### config.mk
export PLATFORM = sky130hd
export DESIGN_NAME = mini_cpu_mc
export DESIGN_NICKNAME = d
export VERILOG_FILES = /design/src/rtl/mini_cpu_pkg.sv /design/src/rtl/mini_cpu_alu.sv /design/src/rtl/mini_cpu_mc.sv
export SDC_FILE = /design/constraint.sdc
export NUM_CORES = 1
export LEC_CHECK = 0
export ABC_AREA = 0
export BUFFER_PORTS_ARGS = -buffer_cell sky130_fd_sc_hd__buf_2
export CAP_MARGIN = 30
export CORE_AREA = 2 2 240 242
export DETAILED_ROUTE_END_ITERATION = 7
export DIE_AREA = 0 0 242 244
export PLACE_DENSITY_LB_ADDON = 0.05
export SKIP_CTS_REPAIR_TIMING = 1
export SLEW_MARGIN = 20
export SYNTH_ARGS = -nofsm -noshare
export SYNTH_HDL_FRONTEND = slang
export SYNTH_SLANG_ARGS = --single-unit
export TNS_END_PERCENT = 1
### constraint.sdc
create_clock -name clk -period 6.04 [get_ports clk]
set_input_delay 0 -clock clk [delete_from_list [all_inputs] [get_ports clk]]
set_output_delay 0 -clock clk [all_outputs]
set_load 0.03 [all_outputs]
### src/rtl/mini_cpu_pkg.sv
// Shared definitions for the mini multi-cycle CPU: opcodes, FSM states and
// instruction field positions.
package mini_cpu_pkg;

    localparam logic [3:0] OP_NOP  = 4'd0;
    localparam logic [3:0] OP_LDI  = 4'd1;
    localparam logic [3:0] OP_ADD  = 4'd2;
    localparam logic [3:0] OP_SUB  = 4'd3;
    localparam logic [3:0] OP_AND  = 4'd4;
    localparam logic [3:0] OP_OR   = 4'd5;
    localparam logic [3:0] OP_XOR  = 4'd6;
    localparam logic [3:0] OP_BEQZ = 4'd7;
    localparam logic [3:0] OP_JMP  = 4'd8;
    localparam logic [3:0] OP_OUT  = 4'd9;
    localparam logic [3:0] OP_HALT = 4'd15;

    localparam int INSTR_W = 16;
    localparam int FIELD_W = 4;
    localparam int IMM_W   = 8;
    localparam int OPC_LSB = 12;
    localparam int RD_LSB  = 8;
    localparam int RS_LSB  = 4;
    localparam int RT_LSB  = 0;
    localparam int IMM_LSB = 0;

    typedef enum logic [2:0] {
        ST_FETCH     = 3'd0,
        ST_DECODE    = 3'd1,
        ST_EXECUTE   = 3'd2,
        ST_WRITEBACK = 3'd3,
        ST_HALT      = 3'd4
    } state_e;

    function automatic logic is_alu_op(input logic [3:0] op);
        return (op >= OP_ADD) && (op <= OP_XOR);
    endfunction

endpackage

### src/rtl/mini_cpu_alu.sv
// Combinational ALU: ADD/SUB/AND/OR/XOR with zero and carry (borrow on SUB).
module mini_cpu_alu
    import mini_cpu_pkg::*;
#(
    parameter int DATA_W = 8
) (
    input  logic [3:0]        opcode,
    input  logic [DATA_W-1:0] a,
    input  logic [DATA_W-1:0] b,
    output logic [DATA_W-1:0] result,
    output logic              zero,
    output logic              carry
);

    logic [DATA_W:0] sum_s;
    logic [DATA_W:0] diff_s;

    assign sum_s  = {1'b0, a} + {1'b0, b};
    assign diff_s = {1'b0, a} - {1'b0, b};

    // Operation select; the extra top bit of diff_s is the unsigned borrow.
    always_comb begin
        result = {DATA_W{1'b0}};
        carry  = 1'b0;
        case (opcode)
            OP_ADD: begin
                result = sum_s[DATA_W-1:0];
                carry  = sum_s[DATA_W];
            end
            OP_SUB: begin
                result = diff_s[DATA_W-1:0];
                carry  = diff_s[DATA_W];
            end
            OP_AND:  result = a & b;
            OP_OR:   result = a | b;
            OP_XOR:  result = a ^ b;
            default: begin
                result = {DATA_W{1'b0}};
                carry  = 1'b0;
            end
        endcase
        zero = (result == {DATA_W{1'b0}});
    end

endmodule

### src/rtl/mini_cpu_mc.sv
// Multi-cycle CPU core: 4-state instruction sequencer, program counter,
// register file and instruction memory around the mini_cpu_alu datapath.
module mini_cpu_mc
    import mini_cpu_pkg::*;
#(
    parameter int DATA_W     = 8,
    parameter int NREG       = 8,
    parameter int IMEM_DEPTH = 32
) (
    input  logic                          clk,
    input  logic                          reset,
    input  logic                          prog_we,
    input  logic [$clog2(IMEM_DEPTH)-1:0] prog_addr,
    input  logic [15:0]                   prog_data,
    output logic [$clog2(IMEM_DEPTH)-1:0] pc,
    output logic                          halted,
    output logic                          out_valid,
    output logic [DATA_W-1:0]             out_data,
    output logic                          zero_flag,
    output logic                          carry_flag
);

    localparam int RA_W = $clog2(NREG);
    localparam int PC_W = $clog2(IMEM_DEPTH);

    logic [INSTR_W-1:0] imem_q [IMEM_DEPTH];
    logic [DATA_W-1:0]  rf_q   [NREG];

    state_e             state_q, state_d;
    logic [PC_W-1:0]    pc_q, pc_d;
    logic [INSTR_W-1:0] ir_q, ir_d;
    logic [DATA_W-1:0]  op_a_q, op_a_d, op_b_q, op_b_d, rd_val_q, rd_val_d;
    logic [DATA_W-1:0]  res_q, res_d, out_data_q, out_data_d;
    logic               alu_zero_q, alu_zero_d, alu_carry_q, alu_carry_d;
    logic               take_q, take_d, halted_q, halted_d, out_valid_q, out_valid_d;
    logic               zero_flag_q, zero_flag_d, carry_flag_q, carry_flag_d;

    logic [3:0]         opcode_s;
    logic [RA_W-1:0]    rd_s, rs_s, rt_s;
    logic [IMM_W-1:0]   imm_s;
    logic [PC_W-1:0]    target_s;
    logic [DATA_W-1:0]  alu_result_s;
    logic               alu_zero_s, alu_carry_s, rf_we_s;
    logic               unused_ir_s;

    assign opcode_s    = ir_q[OPC_LSB +: FIELD_W];
    assign rd_s        = ir_q[RD_LSB +: RA_W];
    assign rs_s        = ir_q[RS_LSB +: RA_W];
    assign rt_s        = ir_q[RT_LSB +: RA_W];
    assign imm_s       = ir_q[IMM_LSB +: IMM_W];
    assign target_s    = imm_s[PC_W-1:0];
    assign unused_ir_s = ^ir_q;

    mini_cpu_alu #(.DATA_W(DATA_W)) u_alu (
        .opcode (opcode_s),
        .a      (op_a_q),
        .b      (op_b_q),
        .result (alu_result_s),
        .zero   (alu_zero_s),
        .carry  (alu_carry_s)
    );

    // Instruction sequencing and datapath next-state; r0 always reads as zero.
    always_comb begin
        state_d      = state_q;
        pc_d         = pc_q;
        ir_d         = ir_q;
        op_a_d       = op_a_q;
        op_b_d       = op_b_q;
        rd_val_d     = rd_val_q;
        res_d        = res_q;
        alu_zero_d   = alu_zero_q;
        alu_carry_d  = alu_carry_q;
        take_d       = take_q;
        zero_flag_d  = zero_flag_q;
        carry_flag_d = carry_flag_q;
        halted_d     = halted_q;
        out_valid_d  = 1'b0;
        out_data_d   = out_data_q;
        rf_we_s      = 1'b0;
        case (state_q)
            ST_FETCH: begin
                ir_d    = imem_q[pc_q];
                state_d = ST_DECODE;
            end
            ST_DECODE: begin
                op_a_d   = (rs_s == {RA_W{1'b0}}) ? {DATA_W{1'b0}} : rf_q[rs_s];
                op_b_d   = (rt_s == {RA_W{1'b0}}) ? {DATA_W{1'b0}} : rf_q[rt_s];
                rd_val_d = (rd_s == {RA_W{1'b0}}) ? {DATA_W{1'b0}} : rf_q[rd_s];
                state_d  = ST_EXECUTE;
            end
            ST_EXECUTE: begin
                res_d       = (opcode_s == OP_LDI) ? DATA_W'(imm_s) : alu_result_s;
                alu_zero_d  = alu_zero_s;
                alu_carry_d = alu_carry_s;
                take_d      = (opcode_s == OP_JMP) ||
                              ((opcode_s == OP_BEQZ) && (rd_val_q == {DATA_W{1'b0}}));
                // Registered here so the pulse lines up with the WRITEBACK cycle.
                out_valid_d = (opcode_s == OP_OUT);
                out_data_d  = (opcode_s == OP_OUT) ? rd_val_q : out_data_q;
                state_d     = ST_WRITEBACK;
            end
            ST_WRITEBACK: begin
                rf_we_s      = (is_alu_op(opcode_s) || (opcode_s == OP_LDI)) &&
                               (rd_s != {RA_W{1'b0}}) && !reset;
                zero_flag_d  = is_alu_op(opcode_s) ? alu_zero_q  : zero_flag_q;
                carry_flag_d = is_alu_op(opcode_s) ? alu_carry_q : carry_flag_q;
                if (opcode_s == OP_HALT) begin
                    state_d  = ST_HALT;
                    halted_d = 1'b1;
                end else begin
                    state_d = ST_FETCH;
                    pc_d    = take_q ? target_s : pc_q + PC_W'(1);
                end
            end
            ST_HALT: state_d = ST_HALT;
            default: state_d = ST_FETCH;
        endcase
    end

    // Control and status registers with synchronous reset.
    always_ff @(posedge clk) begin
        if (reset) begin
            state_q      <= ST_FETCH;
            pc_q         <= {PC_W{1'b0}};
            ir_q         <= {INSTR_W{1'b0}};
            op_a_q       <= {DATA_W{1'b0}};
            op_b_q       <= {DATA_W{1'b0}};
            rd_val_q     <= {DATA_W{1'b0}};
            res_q        <= {DATA_W{1'b0}};
            alu_zero_q   <= 1'b0;
            alu_carry_q  <= 1'b0;
            take_q       <= 1'b0;
            zero_flag_q  <= 1'b0;
            carry_flag_q <= 1'b0;
            halted_q     <= 1'b0;
            out_valid_q  <= 1'b0;
            out_data_q   <= {DATA_W{1'b0}};
        end else begin
            state_q      <= state_d;
            pc_q         <= pc_d;
            ir_q         <= ir_d;
            op_a_q       <= op_a_d;
            op_b_q       <= op_b_d;
            rd_val_q     <= rd_val_d;
            res_q        <= res_d;
            alu_zero_q   <= alu_zero_d;
            alu_carry_q  <= alu_carry_d;
            take_q       <= take_d;
            zero_flag_q  <= zero_flag_d;
            carry_flag_q <= carry_flag_d;
            halted_q     <= halted_d;
            out_valid_q  <= out_valid_d;
            out_data_q   <= out_data_d;
        end
    end

    // Register file write port; contents are not reset.
    always_ff @(posedge clk) begin
        if (rf_we_s) begin
            rf_q[rd_s] <= res_q;
        end
    end

    // Program load port, active in every state including reset.
    always_ff @(posedge clk) begin
        if (prog_we) begin
            imem_q[prog_addr] <= prog_data;
        end
    end

    assign pc         = pc_q;
    assign halted     = halted_q;
    assign out_valid  = out_valid_q;
    assign out_data   = out_data_q;
    assign zero_flag  = zero_flag_q;
    assign carry_flag = carry_flag_q;

endmodule

==> flow_summary.yaml <==
status:
  status: "completed"
sta:
  max-slew-margin-rel: 0.402
  rsz0062_at_grt: "no"
  min_period_ps: 3020
  setup_slack_ps: 3020
  hold_viol_final: 0
  finalSetupViolCount: 0
  maxSlewViolCount: 0
  fin_setup_tns_ps: 0
  worst_slew_pin_slew_ps: 892
  skew_ps: 21.6
  max_freq_ghz: 0.332
  holdWs_ps: 6.57
  min_period_over_period: 0.499
pwr:
  power_frac_comb: 0.089
  leakage_uw: 0.00896
  internal_power_uw: 7190
  ir_drop_v: 0.000225
  p_per_area_nw_per_um2: 326
  p_sw_uw: 2160
  p_seq_frac: 0.507
  switching_share: 0.231
  power_frac_clock: 0.404
setup_path:
  cp-start-kind: "flop"
  timing.critical_path.buf_inv: 1
  endpoint_kind: "flop"
  crit_path_cell_trace: "buf_12 -> mux4_2 -> mux4_2 -> mux2i_1 -> a211oi_1"
  arrival_ps: 3480
  path_common_cell: "mux4_2"
  cp_max_fo: 71
  cp.required_ps: 6500
  critical-path-max-stage-delay_ps: 730
  criticalPathCategory: "flop to flop"
  cpMaxStageDelayCell: "dfxtp_4"
  critPathTopFamily: "multiplexers"
clock_tree:
  path_clk_slew_ps: 60
  cts_sinks: 606
  cts_buffers: 61
  cts_root_buffer: "clkbuf_16"
  cts_buffer_depth: 3
  cts_tree: "done"
  htree_levels: 2
  insertion_delay_ps: 630
detailed_routing:
  firstDrtPassIters: 5
  vias_per_cell: 5.70
  wl_per_cell_um: 26.3
  vias: 13100
  drt-total-wl_um: 60200
  drc: 0
  ant_nets: 0
  drt_iter0_drc: 1113
placed_design:
  hpwl_um: 36800
  io_buffers: 39
  post_dp_cell_area_um2: 26500
  pre_cts_ws_ps: 2960
  place_congestion: 0.776
layout:
  fin_util: 0.510
  drive_gt1_frac: 0.271
  area_growth_pct: 13.5
  final_area_um2: 28700
  nets: 1536
  num_antenna_cells: 0
  final_cell_mix: "edfxtp_1 (536), mux4_2 (174), nor2_1 (93)"
  layout_commonest_cell: "edfxtp_1"
worst_hold_path:
  holdCritPathClass: "input pin to flop"
yosys:
  syn_area_um2: 25200
  syn-mean-instance-area_um2: 18.0
  yosys.area.top_type_share: 0.637
  async_reset_ff_frac: 0
  synth_edf_count: 536
  syn_inst: 1404
  ys_ff_latch: 606
  synthesis.nets: 1455
  synth_top_area_cell: "edfxtp_1"
  yosysSeqAreaShare: 0.693
  yosys_warnings: 0
  synth_ff_type: "edfxtp_1"
  synthDistinctLibCells: 66
  synth.area.top_cells: "edfxtp_1 (64%), mux4_2 (16%), dfxtp_1 (5.6%)"
global_route:
  overflow: 0
  grt_max_degree: 94
  grt_pass1_vias: 13300
  grtUsageMet3: 0.0363
  grt_pass1_wl_um: 89400
  antenna_found_initial: 1
  busiest_layer: "met2"
  grt_usage: 0.207
  met2_usage: 0.340
  use_met1: 0.293
floorplanning:
  initial_utilization: 0.450
  core_area_um2: 56200
  rows: 87
  dieArea_um2: 59000
  dieHeight_um: 244
  die_w_um: 242
  num_io_pins: 41
run:
  drv_cap: 0
## registers in the layout (all words and copies together) (netlist names)
register,cells
out_valid,1
zero_flag,1
ir_q,15
alu_carry_q,1
state_q,3
op_a_q,8
pc,5
op_b_q,8
halted,1
take_q,1
rd_val_q,8
alu_zero_q,1
imem_q,480
res_q,8
out_data,8
carry_flag,1
rf_q,56
## through the flow
| stage | power [uW] | std cells |
|---|---|---|
| after floorplan | 5370 | 1404 |
| after global placement | 5650 | 2156 |
| after detailed placement | 5660 | 2162 |
| after CTS | 9450 | 2276 |
| after global routing | 9680 | 2292 |
| final | 9340 | 2292 |
## layout make-up
| type | instances | area (um2) |
|---|---|---|
| clock buffer | 75 | 1620 |
| fill | 4681 | 27500 |
| tap | 756 | 946 |
| timing repair buffer | 110 | 808 |
| clock inverter | 39 | 380 |
| sequential | 606 | 17500 |
| multi-input combinational | 681 | 7310 |
| inverter | 25 | 93.8 |
## cells by family (layout without fill, tap and decap cells)
family                   Yosys count  in the layout  share of synthesized area
adder cells (fa/ha/maj)           27             27                     0.0140
AO/OA/AOI/OAI                    180            180                     0.0483
AND/OR/NAND/NOR                  240            240                     0.0441
XOR/XNOR                           2              2                   0.000694
flip-flops                       606            606                      0.693
multiplexers                     232            232                      0.179
buffers and inverters            117            249                     0.0208
## layer usage
metal	share of wire	up-vias
met5	0	-
met4	0.015	0
li1	-	5861
met1	0.45	6849
met3	0.047	62
met2	0.49	286
## Yosys cell counts, drive strengths merged, types with 5 or more instances
library cell	n
nand2b	7
o211ai	12
a211oi	35
mux2	17
nor3	18
mux2i	41
buf	36
nor2b	7
inv	25
ha	25
edfxtp	536
nand3b	10
o21bai	5
clkbuf	56
nand3	7
a21oi	66
a221o	8
nor2	119
a22oi	9
o21ai	18
dfxtp	70
nand2	46
mux4	174
## worst reg2reg max path, stage by stage, from the launching register on
cell	delay, ps
dfxtp_4	730
buf_12	550
mux4_2	700
mux4_2	550
mux2i_1	210
a211oi_1	100
## worst paths after layout
| path | end | slack, ps | startpoint | cells after the start |
|---|---|---|---|---|
| setup / recovery | ir_q[3]$_SDFFE_PP0N_ | 3020 | pc[0]$_SDFFE_PP0P_ | 5 |
| hold reg to reg | halted$_SDFFE_PP0P_ | 480 | halted$_SDFFE_PP0P_ | 2 |
| setup reg to reg | ir_q[3]$_SDFFE_PP0N_ | 3020 | pc[0]$_SDFFE_PP0P_ | 5 |
| hold / removal | imem_q[26][4]$_DFFE_PP_ | 7 | prog_addr[4] | 3 |
## power groups by stage
| stage | Combinational, uW | Sequential [uW] | Clock, uW |
|---|---|---|---|
| after floorplan | 605 | 4760 | 0 |
| final | 831 | 4740 | 3770 |
| after detailed placement | 833 | 4830 | 0 |
| after CTS | 835 | 4740 | 3870 |
| after global routing | 905 | 4750 | 4020 |
| after global placement | 824 | 4830 | 0 |
(Power assumes the default switching activity.)
